<file path="config.mk">
export PLATFORM = sky130hd
export DESIGN_NAME = sync_debounce
export DESIGN_NICKNAME = d
export VERILOG_FILES = /design/src/rtl/sync_debounce.sv
export SDC_FILE = /design/constraint.sdc
export NUM_CORES = 1
export LEC_CHECK = 0
export ABC_CLOCK_PERIOD_IN_PS = 2430
export BUFFER_PORTS_ARGS = -buffer_cell sky130_fd_sc_hd__buf_2
export CAP_MARGIN = 10
export CORE_MARGIN = 2
export CORE_UTILIZATION = 50
export DETAILED_ROUTE_END_ITERATION = 6
export GPL_TIMING_DRIVEN = 0
export PLACE_DENSITY = 0.7
export SLEW_MARGIN = 20
export SYNTH_ARGS = -nofsm -noshare
export SYNTH_HDL_FRONTEND = slang
export SYNTH_SLANG_ARGS = --single-unit
</file>
<file path="constraint.sdc">
create_clock -name clk -period 2.43 [get_ports clk]
set_input_delay 0.486 -clock clk [delete_from_list [all_inputs] [get_ports clk]]
set_output_delay 0.486 -clock clk [all_outputs]
set_load 0.02 [all_outputs]
</file>
<file path="src/rtl/sync_debounce.sv">
`default_nettype none
// ============================================================================
//  Module      : sync_debounce
//  Description : Multi-channel input conditioner for push-button and switch
//                inputs. Each channel runs a SYNC_STAGES-deep flip-flop
//                synchroniser, then a saturating debounce counter advanced by
//                sample_tick, then registered rise/fall edge pulses.
//
//  Parameters  : WIDTH           - number of independent channels
//                SYNC_STAGES     - synchroniser depth, must be >= 2
//                DEBOUNCE_CYCLES - consecutive qualified samples needed to
//                                  accept a new value, must be >= 1
//
//  Ports       : clk         in   system clock, rising edge
//                rst         in   asynchronous active-high reset
//                sample_tick in   debounce counter advance enable
//                din         in   [WIDTH] raw asynchronous inputs
//                level       out  [WIDTH] debounced stable value
//                rise        out  [WIDTH] one-cycle pulse on level 0->1
//                fall        out  [WIDTH] one-cycle pulse on level 1->0
//                toggle      out  [WIDTH] flips on every rise pulse when built
//                                 with SYNC_DEBOUNCE_TOGGLE_EN, else tied 0
//
//  Option      : `define SYNC_DEBOUNCE_TOGGLE_EN to build the toggle flops.
//
//  Revision    : 1.0 - initial release
// ============================================================================
module sync_debounce #(
    parameter int WIDTH           = 4,
    parameter int SYNC_STAGES     = 2,
    parameter int DEBOUNCE_CYCLES = 16
) (
    input  logic             clk,
    input  logic             rst,
    input  logic             sample_tick,
    input  logic [WIDTH-1:0] din,
    output logic [WIDTH-1:0] level,
    output logic [WIDTH-1:0] rise,
    output logic [WIDTH-1:0] fall,
    output logic [WIDTH-1:0] toggle
);

    // Counter wide enough to hold DEBOUNCE_CYCLES; it is cleared on the
    // accepting edge instead of actually reaching that value, so the
    // acceptance test looks for DEBOUNCE_CYCLES-1 plus a qualifying tick.
    localparam int                 c_CNT_W    = $clog2(DEBOUNCE_CYCLES + 1);
    localparam logic [c_CNT_W-1:0] c_CNT_LAST = c_CNT_W'(DEBOUNCE_CYCLES - 1);
    localparam logic [c_CNT_W-1:0] c_CNT_ONE  = c_CNT_W'(1);

    for (genvar i = 0; i < WIDTH; i++) begin : g_chan
        logic [SYNC_STAGES-1:0] r_sync;
        logic [c_CNT_W-1:0]     r_cnt;
        logic                   r_level;
        logic                   r_rise;
        logic                   r_fall;
        logic                   w_sync;
        logic                   w_differs;
        logic                   w_accept;

        assign w_sync    = r_sync[SYNC_STAGES-1];
        assign w_differs = w_sync ^ r_level;
        // Last qualifying sample of an uninterrupted run of differing samples.
        assign w_accept  = w_differs && sample_tick && (r_cnt == c_CNT_LAST);

        // Shift chain: bit 0 captures the pin, the MSB is the synchronised value.
        always_ff @(posedge clk or posedge rst) begin
            if (rst) begin
                r_sync <= '0;
            end else begin
                r_sync <= {r_sync[SYNC_STAGES-2:0], din[i]};
            end
        end

        always_ff @(posedge clk or posedge rst) begin
            if (rst) begin
                r_cnt   <= '0;
                r_level <= 1'b0;
                r_rise  <= 1'b0;
                r_fall  <= 1'b0;
            end else begin
                // Pulses are derived from the pre-update level so they line up
                // with the edge that changes level and last one cycle.
                r_rise <= w_accept && !r_level;
                r_fall <= w_accept &&  r_level;

                // A sample matching the current level discards any partial
                // count regardless of sample_tick (bounce rejection).
                if (!w_differs || w_accept) begin
                    r_cnt <= '0;
                end else if (sample_tick) begin
                    r_cnt <= r_cnt + c_CNT_ONE;
                end

                if (w_accept) begin
                    r_level <= ~r_level;
                end
            end
        end

        assign level[i] = r_level;
        assign rise[i]  = r_rise;
        assign fall[i]  = r_fall;

`ifdef SYNC_DEBOUNCE_TOGGLE_EN
        begin : g_toggle
            logic r_toggle;

            // Keyed off the registered rise pulse, so toggle trails level by
            // one cycle.
            always_ff @(posedge clk or posedge rst) begin
                if (rst) begin
                    r_toggle <= 1'b0;
                end else if (r_rise) begin
                    r_toggle <= ~r_toggle;
                end
            end

            assign toggle[i] = r_toggle;
        end
`else
        begin : g_no_toggle
            assign toggle[i] = 1'b0;
        end
`endif
    end

endmodule
`default_nettype wire

</file>
After elaboration in Yosys (flattened, before gate mapping). Cells that the tools add are included.

Add/subtract/negate cells: 4. Equality and inequality tests: 4. Mux-type cells: 8. Bitwise gates (word level): 8. Reductions and logical operators: 32.

Operators with widths (number): 2-to-1 mux 5 bit (8); adder 5 x 1 -> 5 bit, second input constant (4); equality test 5 x 4 -> 1 bit, second input constant (4); logical AND 1 bit (16); logical NOT 1 bit (8); nonzero test 2 bit (4); logical OR 1 bit (4); NOT 1 bit (4); XOR 1 bit (4).

Flip-flop bits (word level): 40. Bits of input ports: 7.

Logic depth before layout (Yosys ltp). Gate-level depths: netlist of run 1.

Depth in word-level cells: 5. Depth in mapped cells: 6. Depth with buffers taken out: 6.

Worst setup path after synthesis of run 1. OpenSTA, ideal clock, no wires.

Kind: reg2reg. Start: register g_chan[3].r_cnt[0]. End: register g_chan[3].r_level. Arrival: 1.390 ns. Slack: 0.915 ns. Cell stages (with the launch flop): 6. Path buffers: 0. Cells stage by stage: dfrtp_1 -> ha_1 -> and3_1 -> ha_1 -> nand2_2 -> mux2_4.

Cells in the longest elaborated chain, start to end: 2.

Ends and longest elaborated chain: start: declaration (line 52) `logic [c_CNT_W-1:0] r_cnt;`; start signal: assignment (line 91) `r_cnt <= r_cnt + c_CNT_ONE;`; equality test 5 x 4 -> 1 bit (line 63) `assign w_accept = w_differs && sample_tick && (r_cnt == c_CNT_LAST);`; logical AND 1 bit (line 63); end signal: assignment (line 95) `r_level <= ~r_level;`; end: declaration (line 53) `logic r_level;`.

Every way passes these cells. A chain may end at the register's enable or synchronous reset.

Final worst setup path of run 1.
Start: register g_chan[0].r_cnt[0]. End: register g_chan[0].r_level.

Cells in the longest elaborated chain, start to end: 2.

Ends and longest elaborated chain (line): start: declaration (52); start signal: assignment (91); equality test 5 x 4 -> 1 bit (63); logical AND 1 bit (63); end signal: assignment (95); end: declaration (53).

Every way passes these cells.

==> flow_summary.rst, run 1 <==
.. list-table::
   :header-rows: 1

   * - Metric
     - Value
   * - Share of the yosys chip area belonging to registers
     - 54.3%
   * - Path type of the worst min-delay path
     - in -> async
   * - Share of total power in the clock network
     - 36.4%
   * - Vertical extent of the die
     - 64.7 um
   * - Nets
     - 208
   * - Ratio of final minimum period to clock period
     - slightly below 70%
   * - Unrepaired setup endpoints after global routing
     - false
   * - Via count of the first global-routing pass
     - 1,254
   * - Static Leak
     - 1.06 nW
   * - Result of the run
     - finished, final reports clean
   * - GR Overflow Total
     - 0
   * - Total of warnings raised by yosys
     - 0
   * - Final Slew Violations
     - 0
   * - Arrival time of the worst setup path
     - 1810 ps
   * - TritonCTS clock tree
     - yes
   * - # port buffers
     - 17
   * - Resized cells post-CTS
     - 0
   * - Clock Tree Buf Depth
     - 2
   * - Worst endpoint required time
     - about 2600 ps
   * - TritonCTS Buffers
     - 5
   * - Internal power consumption
     - 0.000946 W
   * - Clock sink count
     - 40
   * - GR Util All Layers
     - 17.5%
   * - RR Endpoint
     - g_chan[0].r_level
   * - Placer Congestion
     - 0.726
   * - Synthesized cell area
     - 0.00184 sq mm
   * - #FFs+latches synth
     - 40
   * - Type of element launching the critical path
     - register
   * - Std-Cell Core Area
     - 0.00361 sq mm
   * - Antenna Nets Post-Route
     - 0
   * - Timing-limited maximum frequency
     - 609 MHz
   * - Count of boundary I/O pins
     - 23
   * - Post-CTS Hold Buffers
     - 0
   * - Total power
     - around 0.0012 W
   * - Vias after detailed routing
     - ~1,200
   * - Largest net degree at the start of global routing
     - 32
   * - Post-CTS setup buffer count
     - 0
   * - Net load switching power
     - 0.000277 W
   * - Async set-reset flop share out of synthesis
     - 100%
   * - Switching share of power
     - 22.6%
   * - Htree depth
     - 2
   * - Startpoint-to-endpoint class of the critical path
     - reg -> reg
   * - Endpoints failing setup
     - 0
   * - Detailed router's first-iteration violation count
     - 28
   * - Total routed wirelength
     - 3000 um
   * - Die width
     - 64.7 um
   * - Maximum resistive drop on vdd
     - about 0.00045 V
   * - Antenna diode count
     - 0
   * - Placement Rows
     - 22
   * - Worst Path Max Fanout
     - 5
   * - Number of distinct library cell variants in the gate-level netlist after synthesis
     - 25
   * - Detailed-router iteration count before antenna repair
     - 4
   * - Endpoint of the worst setup timing path
     - g_chan[0].r_level
   * - Area added between synthesis and finish
     - 14.5%
   * - Hold Vio Cnt, Final
     - 0
   * - Final HPWL from detailed placement
     - between 2000 and 2500 um
   * - Final setup TNS
     - 0 ps
   * - Post-synth EDFFs
     - 0
   * - Initial Utilization
     - 51.1%
   * - Minimum clock period after layout
     - 1640 ps
   * - Fin Clk Skew
     - between 1 and 1.5 ps
   * - Slack of the worst reg-to-reg path
     - 790 ps
   * - Clock transition at the register clock pins on the worst setup and hold paths after CTS
     - 70 ps
   * - Crit path launch
     - g_chan[0].r_cnt[0]
   * - Average vias per placed instance
     - between 5 and 6
   * - Most common flop cell mapped by yosys
     - sky130_fd_sc_hd__dfrtp_1
   * - Crit end category
     - register
   * - Share of post-route cells with drive strength above 1
     - 26.3%
   * - Number of instances in the synthesized netlist
     - 165
   * - Ratio of total power to cell area
     - between 500 and 600 mW/mm^2
   * - Global-route wire length before repair
     - 5440 um
   * - Area of the die
     - 0.00418 sq mm
   * - Max capacitance violation total
     - 0
   * - Routed WL per cell
     - about 12 um
   * - Post-Synthesis Mean Instance Area
     - 11.2 sq um
   * - Worst Reg-to-Reg Cells
     - 5
   * - Total DRC errors in the routed layout
     - 0
   * - Source-to-sink clock delay at the later pin of the worst-skew pair
     - ~290 ps
   * - Flop pwr share
     - 56.9%
   * - Origin of the critical flop-to-flop path
     - g_chan[0].r_cnt[0]
   * - Cell at the root of the clock tree
     - sky130_fd_sc_hd__clkbuf_8
   * - Initial antenna violation count
     - 0
   * - Comb power frac
     - 6.7%
## cells in the mapped netlist (all sizes together) (6+ instances only)
cell   number  share of area [%]
inv         6                1.2
a21oi      13                3.5
buf        20                7.9
dfrtp      40                 54
xor2        6                2.9
ha          8                5.4
nor2       15                3.1
nand2      12                3.0
nor3b      16                6.5
## layout make-up
class / instances / area [sq um]
fill: 326 / 1500
sequential: 40 / 1000
multi-input combinational: 102 / 684
buffer: 20 / 145
timing repair buffer: 18 / 105
clock buffer: 8 / 90.1
tap: 48 / 60.1
inverter: 6 / 22.5
## through the flow
stage / instances / instance area (sq um) / worst slack [ps] / util (%) / hold WS (ps)
finish: 242 / 2110 / 789 / 58.5 / 108
global route: 242 / 2110 / 714 / 58.5 / 106
CTS: 242 / 2110 / 797 / 58.5 / 102
detailed placement: 234 / 2020 / 810 / 56.0 / 335
global placement: 233 / 2000 / 600 / 55.4 / 332
floorplan: 168 / 1850 / 915 / - / 331
## worst min path at each step
stage	cells past startpoint	from	slack [ps]	end
after detailed placement	0	g_chan[3].r_sync[0]	330	g_chan[3].r_sync[1]
after global placement	0	g_chan[0].r_sync[0]	330	g_chan[0].r_sync[1]
after floorplan	0	g_chan[0].r_sync[0]	330	g_chan[0].r_sync[1]
after CTS	2	rst	100	g_chan[2].r_sync[0]
final	2	rst	110	g_chan[2].r_sync[0]
after global routing	2	rst	110	g_chan[2].r_level
## kinds of logic (layout without fill, tap and decap cells)
group | after synthesis | after routing | share of synthesized area, %
AND/OR/NAND/NOR | 57 | 57 | 17.7
AO/OA/AOI/OAI | 18 | 18 | 5.30
adder cells (fa/ha/maj) | 8 | 8 | 5.43
multiplexers | 5 | 5 | 3.19
XOR/XNOR | 10 | 10 | 4.76
buffers and inverters | 26 | 52 | 9.10
other | 1 | 4 | 0.204
flip-flops | 40 | 40 | 54.3
## metal layers
metal / global-route usage [%] / wire (um) / part of all wire (%)
met1: 19.4 / 1300 / 43
met2: 29.6 / 1470 / 49
met3: 5.56 / 149 / 5.0
met4: 9.84 / 82 / 2.7
met5: 0 / 0 / 0
## flip-flops by register name (all words and copies together), names as in the netlist
name / count
g_chan.r_fall: 4
g_chan.r_cnt: 20
g_chan.r_sync: 8
g_chan.r_rise: 4
g_chan.r_level: 4
## worst max-delay path, stage by stage, from the launching register on
cell                      delay, ps
sky130_fd_sc_hd__dfrtp_1        420
sky130_fd_sc_hd__ha_1           230
sky130_fd_sc_hd__and3_1         190
sky130_fd_sc_hd__ha_1           240
sky130_fd_sc_hd__nand2_2        120
sky130_fd_sc_hd__mux2_1         320
## placed cells by master (no fill, tap or decap), types with 6 or more instances in the layout
cell                       count
sky130_fd_sc_hd__ha_1          8
sky130_fd_sc_hd__xor2_1        6
sky130_fd_sc_hd__clkbuf_8      6
sky130_fd_sc_hd__buf_2        19
sky130_fd_sc_hd__nor2_1       15
sky130_fd_sc_hd__nand2_1       8
sky130_fd_sc_hd__buf_4        18
sky130_fd_sc_hd__dfrtp_1      40
sky130_fd_sc_hd__a21oi_1      13
sky130_fd_sc_hd__nor3b_1      16
## power groups by stage
stage / clock (W) / sequential (W) / combinational [W]
6_report: 0.000445 / 0.000696 / 0.0000816
5_1_grt: 0.000487 / 0.000698 / 0.0000922
4_1_cts: 0.000464 / 0.000695 / 0.0000826
3_5_place_dp: 0 / 0.000708 / 0.0000824
3_3_place_gp: 0 / 0.000707 / 0.0000742
2_1_floorplan: 0 / 0.000705 / 0.0000608
Power figures use the tool's default switching activity.
==> run 2, diff against run 1 <==
Settings changed: ABC_AREA set to 1, ABC_CLOCK_PERIOD_IN_PS 2430 to 1300, PLACE_DENSITY 0.7 to 0.73.
Clock period 2.43 ns to 1.3 ns, I/O delays scaled along.
==> run 2 against run 1 <==
Net effect: count of clock-buffer cells in the layout is 2 lower; cell count is 30% higher; maximum frequency is 28% higher; via count is 23% higher; synthesized cell count is 33% higher; wire length is 18% higher; global-route usage is 0.23 points lower; final area is 17% higher; utilization is 8.0 points higher; die area is 5.4% higher; flip-flop and latch count stayed put; largest cell class unchanged; largest power group unchanged.
==> flow_summary.rst, run 2 <==
.. list-table::
   :header-rows: 1

   * - Metric
     - Value
   * - Most common flop cell mapped by yosys
     - sky130_fd_sc_hd__dfrtp_1
   * - Slowest Stage Delay on Critical Path
     - 370 ps
   * - Clock sink count
     - 40
   * - Type of element launching the critical path
     - register
   * - Final Slew Violations
     - 0
   * - Highest metal layer with signal wires
     - met4
   * - Total power
     - 0.00253 W
   * - Metal-1 WL
     - 1600 um
   * - Source-to-sink clock delay at the later pin of the worst-skew pair
     - about 290 ps
   * - Biggest regs
     - g_chan.r_cnt (20), g_chan.r_sync (8)
   * - Post-synth EDFFs
     - 0
   * - Endpoints failing setup
     - 0
   * - Unrepaired setup endpoints after global routing
     - true
   * - # port buffers
     - 17
   * - Cell at the root of the clock tree
     - sky130_fd_sc_hd__clkbuf_8
   * - Worst endpoint required time
     - 1480 ps
   * - Placer Congestion
     - 0.770
   * - Final setup TNS
     - 0 ps
   * - Result of the run
     - finished, final reports clean
   * - Total of warnings raised by yosys
     - 0
   * - Total DRC errors in the routed layout
     - 0
   * - Most common cell in the synthesized netlist
     - sky130_fd_sc_hd__nand2_1
   * - Detailed router's first-iteration violation count
     - 50
   * - Std-Cell Core Area
     - 0.00372 sq mm
   * - Number of distinct library cell variants in the gate-level netlist after synthesis
     - 16
   * - Routed WL per cell
     - 11.3 um
   * - GR Overflow Total
     - 0
   * - Post-Synthesis Mean Instance Area
     - 8.89 sq um
   * - Count of boundary I/O pins
     - 23
   * - #FFs+latches synth
     - 40
   * - Cell Chain, Critical Path
     - ha_2, nand2_1, nor2_1, ha_2, nand2_4, o21ai_2, o21ai_1
   * - Number of flip-flops under the largest register name
     - 20
   * - Area of the die
     - ~0.0044 sq mm
   * - GR Util All Layers
     - between 10% and 20%
   * - Crit end category
     - register
   * - Cell type of the slowest stage on the worst timing path
     - sky130_fd_sc_hd__dfrtp_1
   * - Initial Utilization
     - a little over half
   * - Placement Rows
     - 22
   * - Max capacitance violation total
     - 0
   * - Worst Path Max Fanout
     - 5
   * - Antenna diode count
     - 0
   * - TritonCTS Buffers
     - 5
   * - Most common cell after layout, fill and taps aside
     - sky130_fd_sc_hd__nand2_1
   * - Number of instances in the synthesized netlist
     - between 200 and 250
   * - Share of post-route cells with drive strength above 1
     - 35.0%
   * - Maximum resistive drop on vdd
     - 0.000776 V
   * - Average vias per placed instance
     - 4.75
   * - Total routed wirelength
     - 3540 um
   * - Fin Clk Skew
     - 5.62 ps
   * - Via count of the first global-routing pass
     - 1,411
   * - Ratio of total power to cell area
     - 1020 mW/mm^2
   * - Clock transition at the register clock pins on the worst setup and hold paths after CTS
     - approximately 80 ps
   * - Die width
     - around 66 um
   * - Static Leak
     - 1.30 nW
   * - Proportion of netlist area held by the largest area contributor
     - 51.4%
   * - Largest cells by area after synthesis
     - sky130_fd_sc_hd__dfrtp_1 (51%), sky130_fd_sc_hd__nand2_1 (9.4%), sky130_fd_sc_hd__buf_4 (6.9%), sky130_fd_sc_hd__inv_1 (5.8%), sky130_fd_sc_hd__ha_1 (5.1%)
   * - Nets
     - 280
   * - WL met3
     - between 100 and 150 um
   * - Post-route cell area
     - 0.00247 sq mm
   * - Minimum clock period after layout
     - 1290 ps
   * - Most used cell along the critical path
     - sky130_fd_sc_hd__ha_2
   * - Top library cells by usage in the layout, fill and taps aside
     - sky130_fd_sc_hd__nand2_1 (46), sky130_fd_sc_hd__dfrtp_1 (40), sky130_fd_sc_hd__buf_4 (34)
   * - Most used standard cells in the synthesized netlist
     - sky130_fd_sc_hd__nand2_1 (49), sky130_fd_sc_hd__dfrtp_1 (40), sky130_fd_sc_hd__inv_1 (30)
   * - Vias after detailed routing
     - around 1,500
   * - Antenna Nets Post-Route
     - 0
   * - Vertical extent of the die
     - 66.4 um
   * - Synthesized cell area
     - 0.00195 sq mm
   * - Top reg by flops
     - g_chan.r_cnt
   * - Path type of the worst min-delay path
     - in -> reg
   * - Area added between synthesis and finish
     - 26.9%
   * - Initial antenna violation count
     - 0
   * - Detailed-router iteration count before antenna repair
     - 4
   * - Startpoint-to-endpoint class of the critical path
     - reg -> reg
   * - Share of the yosys chip area belonging to registers
     - 51.4%
   * - Arrival time of the worst setup path
     - 1470 ps
   * - Cell Area, Placed
     - 0.00212 sq mm
   * - Htree depth
     - 2
   * - Post-Route Utilization
     - roughly two thirds
   * - Final HPWL from detailed placement
     - 2110 um
   * - Post-synthesis cell type with the largest combined area
     - sky130_fd_sc_hd__dfrtp_1
   * - Async set-reset flop share out of synthesis
     - 100%
   * - Hold Vio Cnt, Final
     - 0
   * - Largest net degree at the start of global routing
     - 34
   * - TritonCTS clock tree
     - yes
   * - Global-route wire length before repair
     - 5690 um
   * - Sum of met2 wire segment lengths after detailed routing
     - 1750 um
   * - Clock Tree Buf Depth
     - 2
   * - Timing-limited maximum frequency
     - 778 MHz
   * - Ratio of final minimum period to clock period
     - ~99%
-- run 2: cell count changes after synthesis, sizes merged, moves of 9 or more --
cell	change
nand2	+45
inv	+24
nor3b	-16
a21oi	-13
nand3	+11
nand4	+9
nor2	+9
o21ai	+9
-- run 2: final timing paths --
check | from | to | slack (ps) | cells after the start
min in group asynchronous | rst | g_chan[0].r_cnt[3] | 410 | 3
max in group asynchronous | rst | g_chan[2].r_sync[1] | 480 | 4
min | din[0] | g_chan[0].r_sync[0] | 70 | 1
min reg2reg | g_chan[2].r_sync[0] | g_chan[2].r_sync[1] | 350 | 0
max reg2reg | g_chan[1].r_cnt[0] | g_chan[1].r_level | 10 | 7
max | g_chan[1].r_cnt[0] | g_chan[1].r_level | 10 | 7
-- run 2: kinds of logic (layout without fill, tap and decap cells) --
| family | count (synthesis) | count (layout) | synth area share, % |
|---|---|---|---|
| and+or+nand+nor | 105 | 105 | 24.6 |
| other | 1 | 4 | 0.193 |
| AOI/OAI and AO/OA | 11 | 11 | 2.83 |
| adders and majority gates | 8 | 8 | 5.14 |
| buffers and inverters | 50 | 94 | 14.0 |
| DFF | 40 | 40 | 51.4 |
| xor gates and xnor gates | 4 | 4 | 1.80 |
-- run 2: timing repair --
item,4_1_cts,5_1_grt
resized for setup,7,26
hold buffers,1,0
hold endpoints to repair,7,0
pin swaps,7,14
endpoints found under the setup margin,21,26
buffers inserted,10,7
-- run 2: cell type report --
type	count	area (sq um)
Buffer	20	164
Clock buffer	6	72.6
Clock inverter	2	35.0
Fill cell	304	1240
Inverter	30	113
Multi-Input combinational cell	132	771
Sequential cell	40	1000
Tap cell	48	60.1
Timing Repair Buffer	36	255
-- run 2: critical path, delay by kind of cell (launching register included) --
kind,cells,cell delay [ps]
AO/OA/AOI/OAI,2,160
flip-flops,1,370
AND/OR/NAND/NOR,3,240
adder cells (fa/ha/maj),2,410
-- run 2: power by group --
group / total (W) / internal [W] / switching [W]
Clock: 0.000999 / 0.000570 / 0.000429
Combinational: 0.000233 / 0.000103 / 0.000129
Sequential: 0.00130 / 0.00128 / 0.0000224
-- run 2: per-layer routing --
metal / vias up / global-route usage, %
li1: 759 / -
met1: 702 / 19.1
met2: 27 / 31.0
met3: 5 / 5.11
met4: 0 / 6.12
met5: - / 0
-- run 2: stage by stage --
| step | hold WS (ps) | worst slack, ps | cells |
|---|---|---|---|
| detailed placement | 174 | -72.1 | 288 |
| floorplan | 291 | 71.9 | 222 |
| global placement | 332 | -385 | 287 |
| CTS | 61.9 | -21.0 | 307 |
| finish | 67.0 | 14.3 | 314 |
| global route | 59.7 | -93.2 | 314 |
==> run 3, diff against run 2 <==
Settings changed: ABC_AREA 1 to not set, BUFFER_PORTS_ARGS -buffer_cell sky130_fd_sc_hd__buf_2 to not set, DONT_BUFFER_PORTS set to 1, PLACE_DENSITY 0.73 to 0.68.
==> run 3 against run 2 <==
Net effect: the run now ends with negative setup slack left; die area down 5.1%; global-route usage rose by 0.37 points; sequential share of layout area increased by 1.0 points; wire length decreased by 8.8%; clock skew fell by 3.7 ps; worst setup slack worse by 160 ps; highest routed layer unchanged.
==> flow_summary.rst, run 3 (synthesized netlist as in run 1, its figures left out) <==
.. list-table::
   :header-rows: 1

   * - Metric
     - Value
   * - Average vias per placed instance
     - 5.02
   * - Final HPWL from detailed placement
     - around 2100 um
   * - Ratio of final minimum period to clock period
     - 111%
   * - Top reg by flops
     - g_chan.r_cnt
   * - Total routed wirelength
     - 3230 um
   * - Met1 usage
     - 20.8%
   * - Post-route cell area
     - 0.00241 sq mm
   * - Die width
     - 64.7 um
   * - Antenna diode count
     - 0
   * - Ratio of total power to cell area
     - 970 mW/mm^2
   * - Met2 capacity usage during global routing
     - 30.9%
   * - Clock transition at the register clock pins on the worst setup and hold paths after CTS
     - 70 ps
   * - Initial Utilization
     - around half
   * - TritonCTS Buffers
     - 5
   * - Placement Rows
     - 22
   * - # port buffers
     - 0
   * - GR Overflow Total
     - 0
   * - Largest net degree at the start of global routing
     - 25
   * - Minimum clock period after layout
     - 1450 ps
   * - Total DRC errors in the routed layout
     - 0
   * - Cell type of the slowest stage on the worst timing path
     - sky130_fd_sc_hd__dfrtp_1
   * - TritonCTS clock tree
     - yes
   * - Global-route track usage on met3
     - 3.82%
   * - Cell Chain, Critical Path
     - ha_2, and3_4, ha_4, nand2_4, mux2_4
   * - Most common cell after layout, fill and taps aside
     - sky130_fd_sc_hd__dfrtp_1
   * - Top library cells by usage in the layout, fill and taps aside
     - sky130_fd_sc_hd__dfrtp_1 (40), sky130_fd_sc_hd__buf_4 (33), sky130_fd_sc_hd__nor2_1 (15)
   * - Worst Path Max Fanout
     - 5
   * - Endpoints failing setup
     - 19
   * - Final Non-Filler Cells
     - 247
   * - Placer Congestion
     - 0.692
   * - Grt peak-use layer
     - met2
   * - Static Leak
     - 1.14 nW
   * - Count of boundary I/O pins
     - 23
   * - Final Slew Violations
     - 0
   * - Detailed-router iteration count before antenna repair
     - 4
   * - Maximum resistive drop on vdd
     - 0.000678 V
   * - Std-Cell Core Area
     - 0.00361 sq mm
   * - Clock sink count
     - 40
   * - Least setup slack across all paths after layout
     - -147 ps
   * - Source-to-sink clock delay at the later pin of the worst-skew pair
     - 280 ps
   * - Global-route wire length before repair
     - 5530 um
   * - Cell at the root of the clock tree
     - sky130_fd_sc_hd__clkbuf_8
   * - Hold Vio Cnt, Final
     - 0
   * - Unrepaired setup endpoints after global routing
     - true
   * - Initial antenna violation count
     - 0
   * - Hold slack
     - 339 ps
   * - Routed WL per cell
     - ~13 um
   * - Nets
     - 213
   * - Biggest regs
     - g_chan.r_cnt (20), g_chan.r_sync (8)
   * - Number of flip-flops under the largest register name
     - 20
   * - Via count of the first global-routing pass
     - 1,269
   * - Number of placed cells counting well taps
     - 217
   * - Clock Tree Buf Depth
     - 2
   * - Vertical extent of the die
     - 64.7 um
   * - Path type of the worst min-delay path
     - in -> reg
   * - Fin Clk Skew
     - approximately 1.9 ps
   * - Crit end category
     - register
   * - Antenna Nets Post-Route
     - 0
   * - Type of element launching the critical path
     - register
   * - Area added between synthesis and finish
     - 30.9%
   * - GR Util All Layers
     - 17.6%
   * - Area of the die
     - between 0.004 and 0.005 sq mm
   * - Share of post-route cells with drive strength above 1
     - 41.7%
   * - Htree depth
     - 2
   * - Detailed router's first-iteration violation count
     - 52
   * - Timing-limited maximum frequency
     - 691 MHz
   * - Worst endpoint required time
     - between 1000 and 1500 ps
   * - Slowest Stage Delay on Critical Path
     - ~400 ps
   * - Violated checks
     - negative setup slack
   * - Startpoint-to-endpoint class of the critical path
     - reg -> reg
   * - Result of the run
     - complete, but fails checks
   * - Vias after detailed routing
     - around 1,200
   * - Max capacitance violation total
     - 0
   * - Arrival time of the worst setup path
     - 1620 ps
   * - Cell Area, Placed
     - a little over 0.002 sq mm
## run 3: cell count changes in the layout (fill, tap and decap cells not counted), sizes merged, moves of 9 or more
cell	delta
nor3b	+16
nand3	-11
nor2	-9
inv	-24
a21oi	+13
buf	-17
nand4	-9
o21ai	-9
nand2	-45
## run 3: final cells by class
cell class | count | area (sq um)
repair buffers | 23 | 213
flip-flops and latches | 40 | 1000
well taps | 48 | 60.1
fillers | 264 | 1190
inverters | 6 | 22.5
plain buffers | 20 | 145
multi-input cells | 102 | 880
clock buffers | 8 | 90.1
## run 3: routing by layer
layer | up-vias | wire (um)
met5 | - | 0
met4 | 0 | 46
met3 | 5 | 116
met2 | 24 | 1640
met1 | 613 | 1430
li1 | 599 | -
## run 3: repair_timing
action / in CTS / in global routing
pin swaps: 17 / 18
gates resized for setup: 5 / 12
hold buffers: 5 / 0
hold endpoints to repair: 20 / 0
endpoints found under the setup margin: 29 / 32
setup buffers: 12 / 5
## run 3: final timing paths
check                                     from                  end  slack, ps  cells after the start
max                         g_chan[2].r_cnt[1]    g_chan[2].r_level       -150                      5
min                                sample_tick     g_chan[0].r_fall        340                      3
max reg2reg                 g_chan[2].r_cnt[1]    g_chan[2].r_level       -150                      5
min reg2reg                g_chan[3].r_sync[0]  g_chan[3].r_sync[1]        350                      0
max in group asynchronous                  rst   g_chan[1].r_cnt[2]        430                      3
min in group asynchronous                  rst  g_chan[2].r_sync[1]        420                      2
## run 3: where the power goes
group	total (W)	internal, W	switching, W
Combinational	0.000215	0.000104	0.000111
Clock	0.000826	0.000433	0.000394
Sequential	0.00130	0.00127	0.0000222
Total	0.00234	0.00181	0.000527
## run 3: metrics by stage
step	utilization (%)	power [W]	worst slack, ps	setup TNS, ps
after floorplan	-	0.00144	-82.5	-365
after global placement	56.6	0.00146	-230	-9810
after detailed placement	57.3	0.00148	-154	-1510
after CTS	64.4	0.00235	-129	-1010
after global routing	66.9	0.00245	-183	-2570
final	66.9	0.00234	-147	-994
## run 3: worst max-delay path: cells and delay by family, from the launching register on
kind	cells	cell delay (ps)
flops	1	400
fa+ha+maj	2	370
mux	1	300
simple gates	2	260
